**src/rtl/cla_sum_accumulator.sv**
```systemverilog
// rtl/cla_sum_accumulator.sv - frame accumulator for the 4-bit CLA adder's 5-bit sum stream
//
// Ports:
//   clk        rising-edge clock
//   rst_n      synchronous active-low reset
//   in_valid   upstream sum valid
//   in_ready   block can accept a sum this cycle (low only while holding a result)
//   in_sum     unsigned sum from the CLA stage (IN_W bits)
//   flush      close the current frame early (sampled only while accumulating)
//   out_valid  frame result valid
//   out_ready  downstream takes the result
//   out_acc    frame total (ACC_W bits)
//   out_cnt    number of sums in the frame (CW bits)
//   out_ovf    sticky overflow flag for the frame
//   busy       high while accumulating or holding a result
//
// Optional feature macro: CLA_ACC_SATURATE_EN
//   defined   - accumulator clamps to 2^ACC_W-1 on overflow for the rest of the frame
//   undefined - accumulator wraps modulo 2^ACC_W

module cla_sum_accumulator #(
    parameter int IN_W  = 5,
    parameter int ACC_W = 8,
    parameter int COUNT = 16,
    parameter int CW    = $clog2(COUNT + 1)
) (
    input  logic             clk,
    input  logic             rst_n,
    input  logic             in_valid,
    output logic             in_ready,
    input  logic [IN_W-1:0]  in_sum,
    input  logic             flush,
    output logic             out_valid,
    input  logic             out_ready,
    output logic [ACC_W-1:0] out_acc,
    output logic [CW-1:0]    out_cnt,
    output logic             out_ovf,
    output logic             busy
);

    typedef enum logic [1:0] {
        S_IDLE  = 2'd0,
        S_ACCUM = 2'd1,
        S_HOLD  = 2'd2
    } state_t;

    localparam logic [CW-1:0] COUNT_C = CW'(COUNT);

    state_t           r_state;
    logic [ACC_W-1:0] r_acc;
    logic [CW-1:0]    r_cnt;
    logic             r_ovf;

    state_t           w_state_nxt;
    logic [ACC_W-1:0] w_acc_nxt;
    logic [CW-1:0]    w_cnt_nxt;
    logic             w_ovf_nxt;

    logic             w_accept;
    logic [ACC_W:0]   w_sum;
    logic             w_carry;
    logic [ACC_W-1:0] w_acc_add;
    logic [CW-1:0]    w_cnt_inc;

    // Accumulator, counter and flag are zero whenever the FSM is in IDLE,
    // so the first accept of a frame can share the ACCUM add path.
    always_comb begin
        w_accept  = in_valid && (r_state != S_HOLD);
        w_sum     = {1'b0, r_acc} + {{(ACC_W + 1 - IN_W){1'b0}}, in_sum};
        w_carry   = w_sum[ACC_W];
        w_cnt_inc = r_cnt + CW'(1);
`ifdef CLA_ACC_SATURATE_EN
        // Once clamped the frame stays pinned at full scale.
        w_acc_add = (w_carry || r_ovf) ? {ACC_W{1'b1}} : w_sum[ACC_W-1:0];
`else
        w_acc_add = w_sum[ACC_W-1:0];
`endif
    end

    always_comb begin
        w_state_nxt = r_state;
        w_acc_nxt   = r_acc;
        w_cnt_nxt   = r_cnt;
        w_ovf_nxt   = r_ovf;
        case (r_state)
            S_IDLE: begin
                if (w_accept) begin
                    w_acc_nxt   = w_acc_add;
                    w_cnt_nxt   = w_cnt_inc;
                    w_ovf_nxt   = r_ovf | w_carry;
                    w_state_nxt = (w_cnt_inc == COUNT_C) ? S_HOLD : S_ACCUM;
                end
            end
            S_ACCUM: begin
                if (w_accept) begin
                    w_acc_nxt = w_acc_add;
                    w_cnt_nxt = w_cnt_inc;
                    w_ovf_nxt = r_ovf | w_carry;
                    if ((w_cnt_inc == COUNT_C) || flush) begin
                        w_state_nxt = S_HOLD;
                    end
                end else if (flush) begin
                    w_state_nxt = S_HOLD;
                end
            end
            S_HOLD: begin
                if (out_ready) begin
                    w_state_nxt = S_IDLE;
                    w_acc_nxt   = '0;
                    w_cnt_nxt   = '0;
                    w_ovf_nxt   = 1'b0;
                end
            end
            default: begin
                w_state_nxt = S_IDLE;
                w_acc_nxt   = '0;
                w_cnt_nxt   = '0;
                w_ovf_nxt   = 1'b0;
            end
        endcase
    end

    always_ff @(posedge clk) begin
        if (!rst_n) begin
            r_state <= S_IDLE;
            r_acc   <= '0;
            r_cnt   <= '0;
            r_ovf   <= 1'b0;
        end else begin
            r_state <= w_state_nxt;
            r_acc   <= w_acc_nxt;
            r_cnt   <= w_cnt_nxt;
            r_ovf   <= w_ovf_nxt;
        end
    end

    // All outputs decode registered state only.
    assign in_ready  = (r_state != S_HOLD);
    assign out_valid = (r_state == S_HOLD);
    assign busy      = (r_state != S_IDLE);
    assign out_acc   = r_acc;
    assign out_cnt   = r_cnt;
    assign out_ovf   = r_ovf;

endmodule

```
**config.mk**
```make
export PLATFORM = sky130hd
export DESIGN_NAME = cla_sum_accumulator
export DESIGN_NICKNAME = d
export VERILOG_FILES = /design/src/rtl/cla_sum_accumulator.sv
export SDC_FILE = /design/constraint.sdc
export NUM_CORES = 1
export LEC_CHECK = 0
export ABC_AREA = 1
export CORE_ASPECT_RATIO = 0.6
export CORE_MARGIN = 4
export CORE_UTILIZATION = 45
export CTS_CLUSTER_SIZE = 30
export DETAILED_ROUTE_END_ITERATION = 8
export HOLD_SLACK_MARGIN = 0.08
export PLACE_DENSITY = 0.8
export SLEW_MARGIN = 20
export SYNTH_ARGS = -nofsm -noshare
export SYNTH_HDL_FRONTEND = slang
export SYNTH_SLANG_ARGS = --single-unit
```
**constraint.sdc**
```tcl
create_clock -name clk -period 2.5 [get_ports clk]
set_input_delay 0.25 -clock clk [delete_from_list [all_inputs] [get_ports clk]]
set_output_delay 0.25 -clock clk [all_outputs]
set_load 0.02 [all_outputs]
```
---- Word level (Yosys, flattened, before mapping) ----
Index checks and enable logic that the tools add are counted.
word-level totals
  register bits ........................... 16
  word-level logic and storage cells ...... 39
  output and inout bits ................... 17
  bits of input ports ..................... 10
operators by class
  reductions and logical operators ........ 7
  $add $sub $neg .......................... 2
  mux-type cells .......................... 16
  bitwise gates (word level) .............. 1
  equal/unequal tests ..................... 9
operators by type and width
  kind                   number
  $mux W8                2
  $pmux W8 S2            1
  $mux W2                6
  $mux W5                2
  $pmux W5 S2            1
  $add A8 B5 Y9          1
  $ne A3 B3 Y1 const B   2
  $pmux W2 S3            1
  $add A5 B1 Y5 const B  1
  $eq A5 B5 Y1 const B   1
  $ne A2 B1 Y1 const B   2
  $ne A2 B2 Y1 const B   2
  $reduce_and A4 Y1      1
  $eq A2 B1 Y1 const B   1
  $eq A2 B2 Y1 const B   1
  $logic_not A2 Y1       1
  $mux W1                2
  $pmux W1 S2            1
  $reduce_and A2 Y1      1
  $reduce_bool A2 Y1     1
  $reduce_or A2 Y1       1
  $logic_and A1 B1 Y1    1
  $logic_or A1 B1 Y1     1
  $or A1 B1 Y1           1

---- Longest topological paths before layout ----
  depth in word-level cells ............... 6
  gate-level depth with buffers ........... 10

---- Worst setup path after synthesis ----
OpenSTA, ideal clock, no wires.
  kind .................................... reg2reg
  from .................................... reg r_acc[0], in the netlist out_acc[0]
  to ...................................... reg r_acc[6], in the netlist out_acc[6]
  arrival time ............................ 1.675 ns
  data required time ...................... 2.387 ns
  cell stages (with the launch flop) ...... 11
  library setup time ...................... 0.113 ns
  path slack .............................. 0.711 ns
  path through ............................ dfxtp_1 -> ha_1 -> inv_1 -> fa_1 -> nand3b_1 -> nand2_1 -> a21oi_1 -> nor2_1 -> nand2_1 -> nand2_1 -> nor2_1
between the ends
  cells in the longest elaborated chain, start to end .. 3
RTL lines
  item                    RTL line  text
  from (decl)             50        logic [ACC_W-1:0] r_acc;
  from (signal assigned)  131       r_acc <= w_acc_nxt;
  $add A8 B5 Y9           69        w_sum = {1'b0, r_acc} + {{(ACC_W + 1 - IN_W){1'b0}}, in_sum};
  $mux W8                 87, 95
  $pmux W8 S2             85        case (r_state)
No other way between the ends. The select of a mux whose other input is x is not followed.
A chain may end at the register's enable or synchronous reset.

---- Final worst setup path ----
  from .................................... reg r_state[1]
  to ...................................... out out_valid
between the ends
  cells in the longest elaborated chain, start to end .. 1
RTL lines
  item                    RTL line  text
  from (decl)             49        state_t r_state;
  from (signal assigned)  130       r_state <= w_state_nxt;
  $eq A2 B2 Y1            139       assign out_valid = (r_state == S_HOLD);
  to (decl)               33        output logic out_valid,
No other way between the ends.

==> flow_metrics.env <==
export IMPL_worst_pin_slew_ps=622
export IMPL_start_kind="register"
export IMPL_clockPowerShare_pct=18.4
export IMPL_clk_path_buf_depth=2
export IMPL_drive_above_1_share_pct=6.90
export IMPL_crit_fanout=5
export IMPL_min_period_ps=1940
export IMPL_fillers=173
export IMPL_grt_max_degree=14
export IMPL_gr_total_overflow=0
export IMPL_holdPathStages=2
export IMPL_htreeDepth=1
export IMPL_fin_nets=193
export IMPL_firstDrtPassIters=4
export IMPL_die_x_um=68.1
export IMPL_rrSetupSlack_ps=680
export IMPL_finalHoldViolCount=0
export IMPL_worstSkewPairLatency_ps=290
export IMPL_numClockSinks=16
export IMPL_slew_viol_final=0
export IMPL_p_sw_mw=0.277
export IMPL_hold_class="reg -> reg"
export IMPL_synthesis_area_per_instance_um2=6.68
export IMPL_rsz0062_at_grt="false"
export IMPL_clk_pin_slew_ps=90
export IMPL_globalRouteTotalUtil_pct=18.5
export IMPL_cts_made_buffers=3
export IMPL_ys_warn_count=0
export IMPL_first_iter_violations=79
export IMPL_reg2reg_from="out_acc[0]$_SDFFE_PN0P_"
export IMPL_yosysUniqueCellTypes=24
export IMPL_post_cts_resized=0
export IMPL_area_growth_pct=31.8
export IMPL_antenna_found_initial=0
export IMPL_relSlewSlack_pct=58.5
export IMPL_grt_pass1_wl_um=4280
export IMPL_hold_end="out_acc[3]$_SDFFE_PN0P_"
export IMPL_wirelength_um=2520
export IMPL_cp_arrival_ps=1690
export IMPL_ctsHoldBuffers=0
export IMPL_powerDensity_mw_per_mm2=576
export IMPL_dpl_cell_area_mm2=0.00126
export IMPL_rows=12
export IMPL_coreArea_mm2=0.00195
export IMPL_p_leak_nw=0.549
export IMPL_synth_nets=163
export IMPL_vdd_drop_max_mv=0.364
export IMPL_skew_ps=5.76
export IMPL_synth_cells=146
export IMPL_reg2reg_to="out_acc[6]$_SDFFE_PN0P_"
export IMPL_stdcell_count=202
export IMPL_start_util_pct=50.0
export IMPL_p_seq_share_pct=41.8
export IMPL_dpl_hpwl_um=1960
export IMPL_p_comb_share_pct=39.8
export IMPL_grt_pass1_vias=972
export IMPL_place_inst=199
export IMPL_fin_crit_sh_pct=77.6
export IMPL_hp_start="out_acc[3]$_SDFFE_PN0P_"
export IMPL_setup_violations_final=0
export IMPL_drtAntennaViolNets=0
export IMPL_cell_internal_pwr_mw=0.463
export IMPL_setup_tns_ps=0
export IMPL_ys_ff_latch=16
export IMPL_root_buffer="clkbuf_4"
export IMPL_diodes=0
export IMPL_pin_count=27
export IMPL_io_buffers=26
export IMPL_die_y_um=44.1
export IMPL_cp_required_ps=2250
export IMPL_r2r_cells=10
export IMPL_num_vias=1057
export IMPL_fmax_mhz=516
export IMPL_path_class="reg -> out"
export IMPL_place_congestion=0.851
export IMPL_ys_seq_area_share_pct=32.8
export IMPL_crit_path_end_kind="primary output"
export IMPL_switching_share_pct=37.4
export IMPL_dieArea_mm2=0.00300
export IMPL_status="complete, no violations"
export IMPL_vias_per_cell=5.23
export IMPL_cts_tree="yes"
export IMPL_drc=0
export IMPL_cap_violations=0
export IMPL_synth_area_um2=976
export IMPL_wire_per_inst_um=12.5
export IMPL_stdcell_area_mm2=0.00129
export IMPL_final_util_pct=65.9
export IMPL_postCtsSetupBuffers=0
## cell families after synthesis
family	share of synthesized area [%]
buffers and inverters	9.61
AO/OA/AOI/OAI	14.4
adder cells (fa/ha/maj)	9.74
AND/OR/NAND/NOR	32.6
XOR/XNOR	0.898
flip-flops	32.8
## cell usage after synthesis
cell,count,area share (%)
ha_1,6,7.7
nor3_1,1,0.51
nand4_1,4,2.6
buf_4,1,0.77
o211ai_1,1,0.77
nor2_1,13,5.0
inv_2,4,1.5
inv_1,18,6.9
o21ai_0,3,1.5
a21oi_1,16,8.2
nand3b_1,2,1.5
o22ai_1,2,1.3
dfxtp_1,16,33
nand3_1,11,5.6
clkinv_1,1,0.38
xnor2_1,1,0.90
nand3_2,1,1.0
o21ai_2,1,0.90
a21oi_2,1,0.90
nor2_2,1,0.64
a22oi_1,1,0.77
nand2_1,39,15
fa_1,1,2.1
or2_2,1,0.64
## worst max path at each step
stage | start | end | slack, ps
5_1_grt | r_state[1]$_SDFFE_PN0P_ | out_valid | 450
6_report | r_state[1]$_SDFFE_PN0P_ | out_valid | 560
3_3_place_gp | in_sum[0] | out_acc[6]$_SDFFE_PN0P_ | 420
3_5_place_dp | in_sum[0] | out_acc[6]$_SDFFE_PN0P_ | 320
2_1_floorplan | out_acc[0]$_SDFFE_PN0P_ | out_acc[6]$_SDFFE_PN0P_ | 710
4_1_cts | r_state[1]$_SDFFE_PN0P_ | out_valid | 560
## state kept, by name, summed over array words and instances (netlist names)
register and cells:
out_acc 8, out_cnt 5, r_state 2, out_ovf 1
## placed cells by master (no fill, tap or decap)
cell type	count
nand2_1	39
clkdlybuf4s50_1	26
inv_1	18
a21oi_1	16
dfxtp_1	16
nor2_1	13
nand3_1	11
ha_1	6
inv_2	4
nand4_1	4
o21ai_0	3
clkbuf_4	3
nand3b_1	2
o22ai_1	2
o211ai_1	1
nand3_2	1
o21ai_2	1
nor2_2	1
clkinv_1	1
a21oi_2	1
or2_2	1
xnor2_1	1
a22oi_1	1
nor3_1	1
fa_1	1
## routing by layer
layer,GRT usage (%),part of all wire [%],up-vias
met5,0,0,-
met4,4.35,1.2,0
met3,5.33,6.5,6
met2,27.6,43,47
met1,26.4,49,470
li1,-,-,534
## power by group through the flow
| stage | clock (mW) | combinational, mW | sequential [mW] |
|---|---|---|---|
| floorplan | 0 | 0.166 | 0.334 |
| global placement | 0 | 0.288 | 0.313 |
| detailed placement | 0 | 0.292 | 0.315 |
| CTS | 0.140 | 0.294 | 0.309 |
| global route | 0.158 | 0.327 | 0.314 |
| finish | 0.136 | 0.295 | 0.310 |
## critical path, stage by stage, from the launching register on
cell and delay (ps):
dfxtp_1 490, inv_2 100, nor2_1 170, clkdlybuf4s50_1 640
## final cells by class
| type | count | area [µm²] | share of cell area, % |
|---|---|---|---|
| flip-flops and latches | 16 | 320 | 24.9 |
| well taps | 28 | 35.0 | 2.72 |
| repair buffers | 26 | 260 | 20.2 |
| inverters | 23 | 86.3 | 6.71 |
| multi-input cells | 106 | 562 | 43.7 |
| clock buffers | 3 | 22.5 | 1.75 |
## metrics by stage
step                      hold WS (ps)  setup WS, ps  total power, mW
after floorplan                    379           711            0.500
after global placement             471           417            0.601
after detailed placement           477           317            0.607
after CTS                          491           558            0.743
after global routing               520           447            0.799
final                              493           560            0.741
(Power assumes the default switching activity.)
